**src/rtl/sipo_frame_pkg.sv**
```systemverilog
// Shared types and helpers for the SIPO frame sequencer.
package sipo_frame_pkg;

  typedef enum logic [1:0] {
    IDLE  = 2'd0,
    SHIFT = 2'd1,
    DONE  = 2'd2
  } state_t;

  // Counter width that never collapses to zero bits when n == 1.
  function automatic int cnt_w(input int n);
    return (n > 1) ? $clog2(n) : 1;
  endfunction

endpackage

```
**src/rtl/sipo_shift_reg.sv**
```systemverilog
// Serial-in/parallel-out shift register: din enters the MSB and moves toward the LSB.
module sipo_shift_reg #(
  parameter int WIDTH = 8
) (
  input  logic             clk,
  input  logic             rst,
  input  logic             en,
  input  logic             din,
  output logic [WIDTH-1:0] q
);

  always_ff @(posedge clk) begin
    // NOTE: reset is sampled on the clock edge, so it lives inside the clocked branch, not the sensitivity list.
    if (rst) begin
      q <= '0;
    end else if (en) begin
      // NOTE: non-blocking assignment so every flop updates from pre-edge values.
      q <= {din, q[WIDTH-1:1]};
    end
  end

endmodule

```
**src/rtl/sipo_frame_ctrl.sv**
```systemverilog
// Frame sequencer: paces WIDTH serial samples at one per DIV clocks, then offers the
// assembled word on a single-entry valid/ready output buffer with a sticky overrun flag.
module sipo_frame_ctrl
  import sipo_frame_pkg::*;
#(
  parameter int WIDTH = 8,
  parameter int DIV   = 4
) (
  input  logic             clk,
  input  logic             rst,
  input  logic             start,
  input  logic             abort,
  input  logic             sdata,
  output logic [WIDTH-1:0] dout,
  output logic             dout_valid,
  input  logic             dout_ready,
  output logic             busy,
  output logic             overrun,
  input  logic             clr_ovr
);

  localparam int DW = cnt_w(DIV);
  localparam int BW = $clog2(WIDTH) + 1;

  state_t           state_q, state_d;
  logic [DW-1:0]    div_cnt_q, div_cnt_d;
  logic [BW-1:0]    bit_cnt_q, bit_cnt_d;
  logic [WIDTH-1:0] dout_q, dout_d;
  logic             dout_valid_q, dout_valid_d;
  logic             overrun_q, overrun_d;

  logic             bit_tick;
  logic             last_bit;
  logic             buf_free;
  logic             shift_en;
  logic             load;
  logic             set_ovr;
  logic [WIDTH-1:0] sr_q;

  assign bit_tick = (div_cnt_q == DW'(DIV - 1));
  assign last_bit = (bit_cnt_q == BW'(WIDTH - 1));
  // The buffer can take a new word if empty or being drained in this same cycle.
  assign buf_free = !dout_valid_q || dout_ready;

  sipo_shift_reg #(.WIDTH(WIDTH)) u_shift_reg (
    .clk (clk),
    .rst (rst),
    .en  (shift_en),
    .din (sdata),
    .q   (sr_q)
  );

  // State register
  always_ff @(posedge clk) begin
    if (rst) begin
      state_q <= IDLE;
    end else begin
      state_q <= state_d;
    end
  end

  // Next-state logic
  always_comb begin
    // NOTE: default first so every path assigns state_d and no latch is inferred.
    state_d = state_q;
    case (state_q)
      IDLE:    if (start) state_d = SHIFT;
      SHIFT: begin
        if (abort)                     state_d = IDLE;
        else if (bit_tick && last_bit) state_d = DONE;
      end
      DONE:    state_d = IDLE;
      default: state_d = IDLE;
    endcase
  end

  // FSM outputs; abort suppresses both the shift and the DONE load/overrun.
  always_comb begin
    busy     = (state_q != IDLE);
    shift_en = (state_q == SHIFT) && !abort && bit_tick;
    load     = (state_q == DONE) && !abort && buf_free;
    set_ovr  = (state_q == DONE) && !abort && !buf_free;
  end

  // Bit pacing counters
  always_comb begin
    div_cnt_d = div_cnt_q;
    bit_cnt_d = bit_cnt_q;
    if (state_q == IDLE) begin
      if (start) begin
        div_cnt_d = '0;
        bit_cnt_d = '0;
      end
    end else if (state_q == SHIFT) begin
      div_cnt_d = bit_tick ? '0 : div_cnt_q + DW'(1);
      if (shift_en) bit_cnt_d = bit_cnt_q + BW'(1);
    end
  end

  // Output buffer and overrun; a DONE load overrides the drain in the same cycle.
  always_comb begin
    dout_d       = dout_q;
    dout_valid_d = dout_valid_q;
    if (dout_valid_q && dout_ready) dout_valid_d = 1'b0;
    if (load) begin
      dout_d       = sr_q;
      dout_valid_d = 1'b1;
    end
    if (set_ovr)      overrun_d = 1'b1;
    else if (clr_ovr) overrun_d = 1'b0;
    else              overrun_d = overrun_q;
  end

  always_ff @(posedge clk) begin
    if (rst) begin
      div_cnt_q    <= '0;
      bit_cnt_q    <= '0;
      dout_q       <= '0;
      dout_valid_q <= 1'b0;
      overrun_q    <= 1'b0;
    end else begin
      div_cnt_q    <= div_cnt_d;
      bit_cnt_q    <= bit_cnt_d;
      dout_q       <= dout_d;
      dout_valid_q <= dout_valid_d;
      overrun_q    <= overrun_d;
    end
  end

  assign dout       = dout_q;
  assign dout_valid = dout_valid_q;
  assign overrun    = overrun_q;

endmodule
```
**config.mk**
```make
export PLATFORM = sky130hd
export DESIGN_NAME = sipo_frame_ctrl
export DESIGN_NICKNAME = d
export VERILOG_FILES = /design/src/rtl/sipo_frame_pkg.sv /design/src/rtl/sipo_shift_reg.sv /design/src/rtl/sipo_frame_ctrl.sv
export SDC_FILE = /design/constraint.sdc
export NUM_CORES = 1
export LEC_CHECK = 0
export BUFFER_PORTS_ARGS = -buffer_cell sky130_fd_sc_hd__buf_2
export CAP_MARGIN = 20
export CELL_PAD_IN_SITES_DETAIL_PLACEMENT = 0
export CELL_PAD_IN_SITES_GLOBAL_PLACEMENT = 2
export CORE_MARGIN = 1.5
export CORE_UTILIZATION = 23
export DETAILED_ROUTE_END_ITERATION = 10
export GPL_ROUTABILITY_DRIVEN = 0
export PLACE_DENSITY = 0.68
export SYNTH_ARGS = -nofsm -noshare
export SYNTH_HDL_FRONTEND = slang
export SYNTH_SLANG_ARGS = --single-unit
export TNS_END_PERCENT = 30
```
**constraint.sdc**
```tcl
create_clock -name clk -period 2.15 [get_ports clk]
set_clock_uncertainty 0.1 [all_clocks]
set_input_delay 0.3225 -clock clk [delete_from_list [all_inputs] [get_ports clk]]
set_output_delay 0.3225 -clock clk [all_outputs]
set_load 0.01 [all_outputs]
```
# Word level (Yosys, flattened, before mapping)
# Cells that the tools add are included.
[totals]
register_bits = 26
latchBits = 0
ram_bits = 0
mem_bits_ro = 0
inputBits = 7
output_inout_bits = 11
word_cells = 51
n_memories = 0
[op_classes]
n_addsub = 2
n_mul = 0
div = 0
order_cmp = 0
n_eq_ne = 6
n_shift = 0
mux = 16
n_bitwise = 0
n_reduce_logical = 20
[ops]
columns = ["operator", "count"]
rows = [
  ["$mux 4", 4],
  ["$mux 2", 7],
  ["$reduce_bool 2->1", 5],
  ["$logic_and 1x1->1", 7],
  ["$add 4x1->4 const B", 1],
  ["$eq 2x2->1 const B", 2],
  ["$eq 4x3->1 const B", 1],
  ["$mux 1", 4],
  ["$pmux 2 s2", 1],
  ["$reduce_and 2->1", 2],
  ["$logic_not 1->1", 3],
  ["$ne 3x3->1 const B", 1],
  ["$reduce_and 3->1", 1],
  ["$add 2x1->2 const B", 1],
  ["$eq 2x1->1 const B", 1],
  ["$logic_not 2->1", 1],
  ["$ne 2x2->1 const B", 1],
  ["$logic_or 1x1->1", 1],
]

# Logic depth before layout (Yosys ltp)
# Gate-level depths: netlist of run 1.
[logic_depth]
word_depth = 6
depth_mapped = 5
mapped_depth_nobuf = 4

# Cells and area by module
# From an unflattened synthesis of run 1, not the netlist that was laid out.
[unflattened]
cells_unflattened = 116
hier_area_um2 = 1117.3
[by_module_without_submodules]
columns = ["module", "instances", "cells_each", "area_each_um2", "seq_area_each_um2"]
rows = [
  ["sipo_frame_ctrl", 1, 90, 832.0, 360.3],
  ["sipo_shift_reg", 1, 26, 285.3, 160.2],
]

# Least setup slack after synthesis of run 1
# No wires, ideal clock.
[synth_path]
kind = "register to register"
startpoint = "register div_cnt_q[0]"
endpoint = "register bit_cnt_q[2]"
setup_time_ps = 88
arrival_time_ps = 1170
t_required_ps = 1962
path_slack_ps = 792
path_stages_with_launch = 6
path_buffers = 1
period_less_slack_ps = 1358
cell_sequence = "dfxtp_1 -> ha_1 -> and4bb_4 -> buf_6 -> a21oi_2 -> a311oi_2"
[synth_between]
elab_chain_cells = 4
[synth_lines]
columns = ["element", "line_no", "rtl"]
rows = [
  ["from (decl)", "sipo_frame_ctrl.sv:26", "logic [DW-1:0] div_cnt_q, div_cnt_d;"],
  ["from (signal assigned)", "sipo_frame_ctrl.sv:122", "div_cnt_q <= div_cnt_d;"],
  ["$eq 2x2->1", "sipo_frame_ctrl.sv:40", "assign bit_tick = (div_cnt_q == DW'(DIV - 1));"],
  ["$logic_and 1x1->1", "sipo_frame_ctrl.sv:80", "shift_en = (state_q == SHIFT) && !abort && bit_tick;"],
  ["$reduce_bool 2->1 (no source line)", "-", ""],
  ["$reduce_and 3->1 (no source line)", "-", ""],
  ["to (signal assigned)", "sipo_frame_ctrl.sv:123", "bit_cnt_q <= bit_cnt_d;"],
  ["to (decl)", "sipo_frame_ctrl.sv:27", "logic [BW-1:0] bit_cnt_q, bit_cnt_d;"],
]
# No other way between the ends.
# A chain may end at the register's enable or synchronous reset.

# Worst setup path in the final report of run 1
[layout_path]
startpoint = "register div_cnt_q[0]"
endpoint = "register bit_cnt_q[3]"
# Same word-level chain as after synthesis.

==> qor.csv, run 1 <==
stage,metric,value,unit
routing,vias,940,
routing,Final ANT Viol Nets,0,
routing,Vias per Instance,4.95,
routing,iteration-0 DRC count of the detailed router,25,
layout,Ant. Diodes,0,
power,clock power share,0.441,
layout,Fillers,480,
sta,Slew @ Worst Pin,0.660,ns
status,status,"finished, final reports clean",
sta,"Hold Vio Cnt, Final",0,
setup_path,Critical Path Sink Type,flop,
power,sequential share of power,0.521,
setup_path,"Slowest-stage cell, CP",nand4bb_1,
job,maxcap violations,0,
sta,Fin Setup TNS,0,ns
floorplan,std cell rows,24,
cts,clk sink count,26,
logic_synthesis,Yosys reg bits,26,
placed_design,# placed instances,186,
power,static leakage,0.000451,uW
routing,DRT Wirelength,2340,um
power,PD cells,742,mW/mm^2
power,combinational power share,0.039,
sta,post-route minimum period,1.66,ns
sta,final setup fails,0,
cts,worst skew pair latency,0.28,ns
logic_synthesis,Cells after Synth,125,
floorplan,Die ar.,0.00517,mm^2
global_route,first-pass GRT wire length,3890,um
floorplan,Initial Utilization,0.244,
cts,cts hold-fix bufs,0,
power,Internal Power,748,uW
sta,Slew HR,0.559,
global_route,Total GRT Usage,0.0958,
logic_synthesis,synth warn,0,
sta,FMAX,0.602,GHz
sta,"Slew Viols, Final",0,
global_route,vias in the first global route,833,
layout,fin cells,190,
sta,period utilization,0.773,
cts,clock-pin slew on the worst setup and hold paths,0.09,ns
layout,fin area,0.00127,mm^2
sta,worst hold slack,0.191,ns
cts,CTS max path bufs,2,
logic_synthesis,post-synthesis cell area,0.00109,mm^2
logic_synthesis,count of cell types in the netlist,33,
power,switching part of the total power,0.203,
placed_design,Post-DP HPWL,1600,um
cts,Root Driver,clkbuf_8,
cts,# Post-CTS Setup Buffers,0,
hold_path,worst hold-check path type,in -> reg,
setup_path,Worst Path Required,2.19,ns
setup_path,"Cell Chain, Critical Path","ha_1, nand4bb_1, o21ai_0, a211oi_1",
global_route,GR Overflow Total,0,
routing,first-pass detailed-route iteration total,4,
global_route,initial antenna violation count,0,
setup_path,CP Data Arrival Time,1.71,ns
power,maximum vdd ir drop,0.367,mV
cts,depth of the CTS H-tree,1,
cts,TritonCTS buffer count,3,
floorplan,height of the die,71.9,um
sta,RSZ-0062 raised after global routing,false,
layout,area of the multi-input gates,517,um^2
global_route,largest net degree at the start of global routing,27,
setup_path,crit start category,flop,
setup_path,"delay-heaviest family, CP",simple AND/OR/NAND/NOR gates,
floorplan,Die Wd,71.9,um
layout,"commonest non-fill, non-tap cell in the layout",dfxtp_1,
layout,most frequent cells in the layout,"dfxtp_1, a21oi_1, nand2_1, buf_2, nand3_1",
layout,Layout area overhead,15.9,%
layout,register area,520,um^2
logic_synthesis,Syn Nets,134,
floorplan,core area,0.00447,mm^2
logic_synthesis,"Seq/Total Area, Yosys",0.477,
layout,fin util,0.283,
setup_path,Worst path max stage delay,0.43,ns
setup_path,CP Max Fanout,12,
floorplan,I/O pin total,18,
setup_path,Buffers & Inverters on Critical Path,0,
layout,Nets,148,
cts,post-CTS sizing,0,
routing,DRC,0,
power,Sw Pwr,191,uW
setup_path,worst setup path category,reg -> reg,
layout,share of layout cells above drive strength 1,0.196,
cts,CTS tree,done,
placed_design,placed instance area,0.00119,mm^2
routing,DR WL/cell,12.3,um
placed_design,PortBufs,17,
logic_synthesis,syn avg cell area,8.74,um^2
-- final cells by class --
| class | instances | share of cell area |
|---|---|---|
| clock buffers | 3 | 0.0326 |
| clock inverters | 1 | 0.0237 |
| inverters | 2 | 0.00593 |
| multi-input cells | 89 | 0.408 |
| flip-flops and latches | 26 | 0.411 |
| well taps | 52 | 0.0514 |
| repair buffers | 17 | 0.0672 |
-- metal layers --
layer / track usage / vias up / wire (um)
met3: 0.0347 / 5 / 102
met5: 0 / - / 0
li1: - / 466 / -
met1: 0.122 / 452 / 1200
met4: 0.0252 / 0 / 25
met2: 0.154 / 17 / 1020
-- synthesized netlist by cell type, drive strengths merged --
cell	instances	area, um^2
nor2b	3	18.8
nor3	1	5.00
nor4	1	6.26
or3b	2	17.5
nand4bb	1	11.3
nor3b	1	12.5
ha	2	25.0
a2bb2oi	1	8.76
o21a	1	7.51
nand2b	4	25.0
o21bai	1	7.51
nand2	17	63.8
nor4b	1	8.76
or2	1	6.26
inv	2	7.51
nand4b	1	8.76
o21ai	9	45.0
dfxtp	26	521
a41oi	1	8.76
nand3	12	60.1
a211oi	1	7.51
a21oi	22	114
nor2	3	11.3
and4bb	1	16.3
a31oi	1	6.26
clkbuf	3	11.3
a311oi	1	15.0
buf	5	36.3
-- power by group through the flow --
stage | combinational, uW | clock, uW | sequential, uW
floorplan | 29.0 | 0 | 497
global placement | 35.9 | 0 | 500
detailed placement | 36.0 | 0 | 500
CTS | 36.3 | 429 | 489
global route | 40.2 | 452 | 490
finish | 36.2 | 414 | 489
-- state kept, by name, indices dropped and copies added (netlist names) --
register / flops
dout: 8
u_shift_reg.q: 8
bit_cnt_q: 4
div_cnt_q: 2
state_q: 2
dout_valid: 1
overrun: 1
-- metrics by stage --
step                      worst slack, ns  power, uW
after CTS                           0.485        955
final                               0.489        939
after global placement              0.543        536
after detailed placement            0.487        536
after global routing                0.373        981
after floorplan                     0.792        526
-- worst paths after layout --
| path | end | slack [ns] | cells past startpoint | startpoint |
|---|---|---|---|---|
| worst max-delay path | bit_cnt_q[3]$_SDFFE_PP0P_ | 0.49 | 4 | div_cnt_q[0]$_SDFFE_PP0P_ |
| worst max register to register | bit_cnt_q[3]$_SDFFE_PP0P_ | 0.49 | 4 | div_cnt_q[0]$_SDFFE_PP0P_ |
| worst min register to register | u_shift_reg.q[0]$_SDFFE_PP0P_ | 0.38 | 2 | u_shift_reg.q[0]$_SDFFE_PP0P_ |
| worst min-delay path | state_q[1]$_SDFFE_PP0P_ | 0.19 | 2 | abort |
-- kinds of logic (layout without fill, tap and decap cells) --
family          Yosys count  count (layout)  synth area share
compound gates           38              38             0.202
fa+ha+maj                 2               2            0.0229
buf+inv                  10              23            0.0504
flops                    26              26             0.477
simple gates             49              49             0.249
(Power assumes the default switching activity.)
==> inputs of run 2 (changes only) <==
==> constraint.sdc (replaced) <==
create_clock -name clk -period 1.71 [get_ports clk]
set_clock_uncertainty 0.1 [all_clocks]
set_input_delay 0.2565 -clock clk [delete_from_list [all_inputs] [get_ports clk]]
set_output_delay 0.2565 -clock clk [all_outputs]
set_load 0.01 [all_outputs]
==> qor.csv, run 2 (synthesis gave the netlist of run 1 again) <==
stage,metric,value,unit,change
floorplan,Die Wd,71.9,um,unchanged
floorplan,Initial Utilization,0.244,,unchanged
placed_design,Post-DP HPWL,1640,um,+2.2%
setup_path,worst setup path category,reg -> out,,
power,maximum vdd ir drop,0.380,mV,+3.4%
status,status,"finished, final reports clean",,
power,PD cells,915,mW/mm^2,+23%
cts,clk sink count,26,,unchanged
floorplan,std cell rows,24,,unchanged
routing,Vias per Instance,4.89,,-1.1%
power,static leakage,0.000466,uW,+3.3%
layout,Layout area overhead,18.0,%,
layout,area of the multi-input gates,517,um^2,unchanged
global_route,vias in the first global route,871,,+4.6%
cts,cts hold-fix bufs,0,,unchanged
placed_design,pre-CTS setup slack,0.202,ns,-0.285 ns
routing,first-pass detailed-route iteration total,5,,+1
cts,Root Driver,clkbuf_8,,
layout,most frequent cells in the layout,"dfxtp_1, a21oi_1, nand2_1, buf_2, nand3_1",,
global_route,first-pass GRT wire length,3890,um,unchanged
setup_path,Reg2Reg Depth,4,,unchanged
floorplan,core area,0.00447,mm^2,unchanged
routing,DRT Wirelength,2370,um,+1.5%
sta,post-route minimum period,1.55,ns,
cts,CTS max path bufs,2,,unchanged
setup_path,Reg-to-Reg Start,div_cnt_q[0]$_SDFFE_PP0P_,,
sta,Slew @ Worst Pin,0.498,ns,-0.162 ns
setup_path,CP Max Fanout,11,,-1
cts,post-CTS sizing,0,,unchanged
sta,Slew HR,0.668,,+0.109
routing,vias,944,,+0.43%
hold_path,min-delay src,sdata,,
layout,Fillers,483,,+0.63%
routing,Final ANT Viol Nets,0,,unchanged
global_route,initial antenna violation count,0,,unchanged
hold_path,Hold Path Stages,3,,+1
setup_path,reg2reg setup slack,0.18,ns,-0.31 ns
job,maxcap violations,0,,unchanged
floorplan,I/O pin total,18,,unchanged
layout,"commonest non-fill, non-tap cell in the layout",dfxtp_1,,
sta,RSZ-0062 raised after global routing,false,,
setup_path,crit start category,flop,,
sta,"Slew Viols, Final",0,,unchanged
sta,FMAX,0.645,GHz,
routing,DR WL/cell,12.3,um,about the same
cts,# Post-CTS Setup Buffers,0,,unchanged
placed_design,PortBufs,17,,unchanged
global_route,GR Overflow Total,0,,unchanged
global_route,Total GRT Usage,0.0940,,-0.00181
layout,register area,520,um^2,unchanged
floorplan,height of the die,71.9,um,unchanged
setup_path,Worst Path Required,1.35,ns,-0.84 ns
cts,TritonCTS buffer count,3,,unchanged
sta,period utilization,0.907,,
sta,"Hold Vio Cnt, Final",0,,unchanged
setup_path,CP Data Arrival Time,1.19,ns,-0.52 ns
sta,Final WS setup,0.159,ns,-0.331 ns
cts,worst skew pair latency,0.27,ns,about the same
setup_path,worst r2r dst,bit_cnt_q[3]$_SDFFE_PP0P_,,
floorplan,Die ar.,0.00517,mm^2,unchanged
cts,CTS tree,done,,
routing,DRC,0,,unchanged
setup_path,Critical Path Sink Type,output port,,
hold_path,WHS Endpoint,u_shift_reg.q[7]$_SDFFE_PP0P_,,
sta,Fin Setup TNS,0,ns,unchanged
layout,Ant. Diodes,0,,unchanged
layout,Nets,151,,+2.0%
cts,depth of the CTS H-tree,1,,unchanged
sta,worst hold slack,0.133,ns,-0.0576 ns
sta,final setup fails,0,,unchanged
hold_path,worst hold-check path type,in -> reg,,
global_route,largest net degree at the start of global routing,27,,unchanged
layout,share of layout cells above drive strength 1,0.213,,+0.0171
routing,iteration-0 DRC count of the detailed router,42,,+68%
cts,clock-pin slew on the worst setup and hold paths,0.09,ns,about the same
## run 2: changes by cell type in the layout (fill, tap and decap cells not counted)
cell	delta
buf_4	+3
## run 2: cell type report
type,instances,share of cell area
Sequential cell,26,0.404
Timing Repair Buffer,20,0.0835
Tap cell,52,0.0505
Clock buffer,3,0.0320
Clock inverter,1,0.0233
Inverter,2,0.00583
Multi-Input combinational cell,89,0.401
## run 2: worst max path at each step
stage | slack (ns) | endpoint | startpoint | depth (start not counted)
floorplan | 0.35 | bit_cnt_q[2]$_SDFFE_PP0P_ | div_cnt_q[0]$_SDFFE_PP0P_ | 5
global placement | 0.20 | bit_cnt_q[3]$_SDFFE_PP0P_ | div_cnt_q[0]$_SDFFE_PP0P_ | 4
detailed placement | 0.20 | bit_cnt_q[3]$_SDFFE_PP0P_ | div_cnt_q[0]$_SDFFE_PP0P_ | 4
CTS | 0.15 | busy | state_q[0]$_SDFFE_PP0P_ | 2
global route | 0.04 | bit_cnt_q[3]$_SDFFE_PP0P_ | div_cnt_q[0]$_SDFFE_PP0P_ | 4
finish | 0.16 | busy | state_q[0]$_SDFFE_PP0P_ | 2
## run 2: routing by layer
metal | up-vias | part of all wire | GRT usage
met5 | - | 0 | 0
met2 | 32 | 0.44 | 0.155
met3 | 2 | 0.059 | 0.0306
met1 | 436 | 0.49 | 0.119
li1 | 474 | - | -
met4 | 0 | 0.0017 | 0.0231
## run 2: through the flow
| step | total power (uW) | util | cell area (um^2) | std cells |
|---|---|---|---|---|
| 5_1_grt | 1230 | 0.288 | 1290 | 193 |
| 2_1_floorplan | 661 | - | 1090 | 125 |
| 3_5_place_dp | 675 | 0.272 | 1220 | 189 |
| 6_report | 1180 | 0.288 | 1290 | 193 |
| 4_1_cts | 1190 | 0.288 | 1290 | 193 |
| 3_3_place_gp | 675 | 0.272 | 1220 | 189 |
## run 2: where the power goes
part | switching [uW] | internal [uW]
Combinational | 27.2 | 18.5
Clock | 206 | 314
Sequential | 6.19 | 609
Total | 239 | 941
## run 2: worst max-delay path: stages (launching register included)
cell     delay, ns
dfxtp_1       0.42
or2_2         0.36
buf_2         0.15
==> inputs of run 3 (changes only) <==
--- a/config.mk
+++ b/config.mk
@@ -9,6 +9,7 @@
 export CAP_MARGIN = 20
 export CELL_PAD_IN_SITES_DETAIL_PLACEMENT = 0
 export CELL_PAD_IN_SITES_GLOBAL_PLACEMENT = 2
+export CORE_ASPECT_RATIO = 0.8
 export CORE_MARGIN = 1.5
 export CORE_UTILIZATION = 23
 export DETAILED_ROUTE_END_ITERATION = 10
==> qor.csv, run 3 (synthesis gave the netlist of run 1 again) <==
stage,metric,value,unit,change
power,sequential share of power,0.528,,+0.007
floorplan,height of the die,64.6,um,-10%
cts,Root Driver,clkbuf_8,,
power,PD cells,892,mW/mm^2,-2.5%
power,Internal Power,940,uW,about the same
setup_path,CP Data Arrival Time,1.19,ns,about the same
routing,Final ANT Viol Nets,0,,unchanged
layout,share of layout cells above drive strength 1,0.218,,+0.00554
setup_path,Buffers & Inverters on Critical Path,1,,unchanged
power,switching part of the total power,0.194,,-0.00890
placed_design,PortBufs,17,,unchanged
setup_path,"Cell Chain, Critical Path","or2_2, buf_2",,
global_route,Total GRT Usage,0.102,,+0.00819
floorplan,I/O pin total,18,,unchanged
global_route,initial antenna violation count,0,,unchanged
cts,CTS tree,done,,
sta,final setup fails,0,,unchanged
routing,vias,940,,-0.42%
sta,Slew HR,0.667,,-0.00127
cts,TritonCTS buffer count,3,,unchanged
layout,most frequent cells in the layout,"dfxtp_1, a21oi_1, nand2_1, buf_2, nand3_1",,
layout,Fillers,513,,+6.2%
routing,iteration-0 DRC count of the detailed router,56,,+33%
placed_design,Post-DP HPWL,1660,um,+1.1%
setup_path,"Slowest-stage cell, CP",dfxtp_1,,
floorplan,Die ar.,0.00517,mm^2,about the same
setup_path,Worst path max stage delay,0.41,ns,about the same
global_route,vias in the first global route,897,,+3.0%
power,Sw Pwr,226,uW,-5.5%
job,maxcap violations,0,,unchanged
setup_path,CP Max Fanout,11,,unchanged
power,combinational power share,0.040,,about the same
cts,depth of the CTS H-tree,1,,unchanged
sta,post-route minimum period,1.55,ns,-0.00302 ns
cts,post-CTS sizing,0,,unchanged
status,status,"finished, final reports clean",,
global_route,GR Overflow Total,0,,unchanged
sta,Fin Setup TNS,0,ns,unchanged
cts,CTS max path bufs,2,,unchanged
sta,RSZ-0062 raised after global routing,false,,
layout,fin cells,202,,+4.7%
layout,Nets,152,,+0.66%
sta,period utilization,0.906,,-0.00176
cts,cts hold-fix bufs,0,,unchanged
setup_path,worst setup path category,reg -> out,,
floorplan,Die Wd,80.1,um,+11%
floorplan,Initial Utilization,0.239,,-0.00508
sta,Slew @ Worst Pin,0.500,ns,+0.00190 ns
routing,first-pass detailed-route iteration total,4,,-1
routing,DR WL/cell,11.8,um,-4.3%
floorplan,core area,0.00457,mm^2,+2.1%
cts,worst skew pair latency,0.27,ns,about the same
placed_design,# placed instances,197,,+4.2%
layout,"commonest non-fill, non-tap cell in the layout",dfxtp_1,,
hold_path,worst hold-check path type,in -> reg,,
setup_path,"delay-heaviest family, CP",flip-flops,,
sta,FMAX,0.646,GHz,+0.19%
routing,DRC,0,,unchanged
power,maximum vdd ir drop,0.357,mV,-6.0%
cts,# Post-CTS Setup Buffers,0,,unchanged
routing,Vias per Instance,4.65,,-4.9%
cts,clk sink count,26,,unchanged
layout,Layout area overhead,19.6,%,
floorplan,std cell rows,22,,-8.3%
setup_path,crit start category,flop,,
setup_path,Critical Path Sink Type,output port,,
setup_path,Worst Path Required,1.35,ns,about the same
layout,Ant. Diodes,0,,unchanged
global_route,first-pass GRT wire length,4180,um,+7.5%
sta,"Slew Viols, Final",0,,unchanged
cts,clock-pin slew on the worst setup and hold paths,0.09,ns,about the same
global_route,largest net degree at the start of global routing,27,,unchanged
routing,DRT Wirelength,2380,um,+0.21%
power,clock power share,0.433,,-0.007
power,static leakage,0.000472,uW,+1.2%
sta,"Hold Vio Cnt, Final",0,,unchanged
-- run 3: layout make-up --
class                   instances  area (um^2)  area share
flip-flops and latches         26          520       0.398
multi-input cells              89          517       0.396
repair buffers                 21          115      0.0881
well taps                      60         75.1      0.0575
clock buffers                   3         41.3      0.0316
clock inverters                 1         30.0      0.0230
inverters                       2         7.51     0.00575
-- run 3: layer usage --
metal | up-vias | part of all wire | GRT usage | wire [um]
met2 | 19 | 0.41 | 0.157 | 980
met1 | 444 | 0.53 | 0.139 | 1270
met3 | 2 | 0.043 | 0.0197 | 103
met5 | - | 0 | 0 | 0
li1 | 475 | - | - | -
met4 | 0 | 0.012 | 0.0431 | 29
-- run 3: power groups by stage --
stage,clock (uW),combinational [uW],sequential (uW)
after floorplan,0,36.5,625
after global placement,0,46.4,629
after detailed placement,0,45.9,629
after CTS,527,46.3,615
after global routing,555,52.4,617
final,505,46.2,615
-- run 3: path summary, 6_finish.rpt --
kind	cells past startpoint	slack, ns	to	from
min	3	0.12	u_shift_reg.q[7]$_SDFFE_PP0P_	sdata
max	2	0.16	busy	state_q[0]$_SDFFE_PP0P_
min reg2reg	2	0.37	u_shift_reg.q[0]$_SDFFE_PP0P_	u_shift_reg.q[0]$_SDFFE_PP0P_
max reg2reg	3	0.23	dout[2]$_SDFFE_PP0P_	state_q[1]$_SDFFE_PP0P_
-- run 3: worst min-delay path, delay by kind of cell --
kind	cells	cell delay, ns
AO/OA/AOI/OAI	1	0.05
buffers and inverters	1	0.10
AND/OR/NAND/NOR	1	0.05
-- run 3: through the flow --
stage                     area [um^2]  setup WS, ns  total power, uW  utilization  hold slack (ns)
after floorplan                  1090         0.352              661            -            0.234
after global placement           1230         0.189              675        0.269            0.344
after detailed placement         1230         0.184              675        0.269            0.357
after CTS                        1300         0.150             1190        0.284            0.118
after global routing             1310         0.101             1220        0.286            0.126
final                            1310         0.162             1170        0.286            0.125
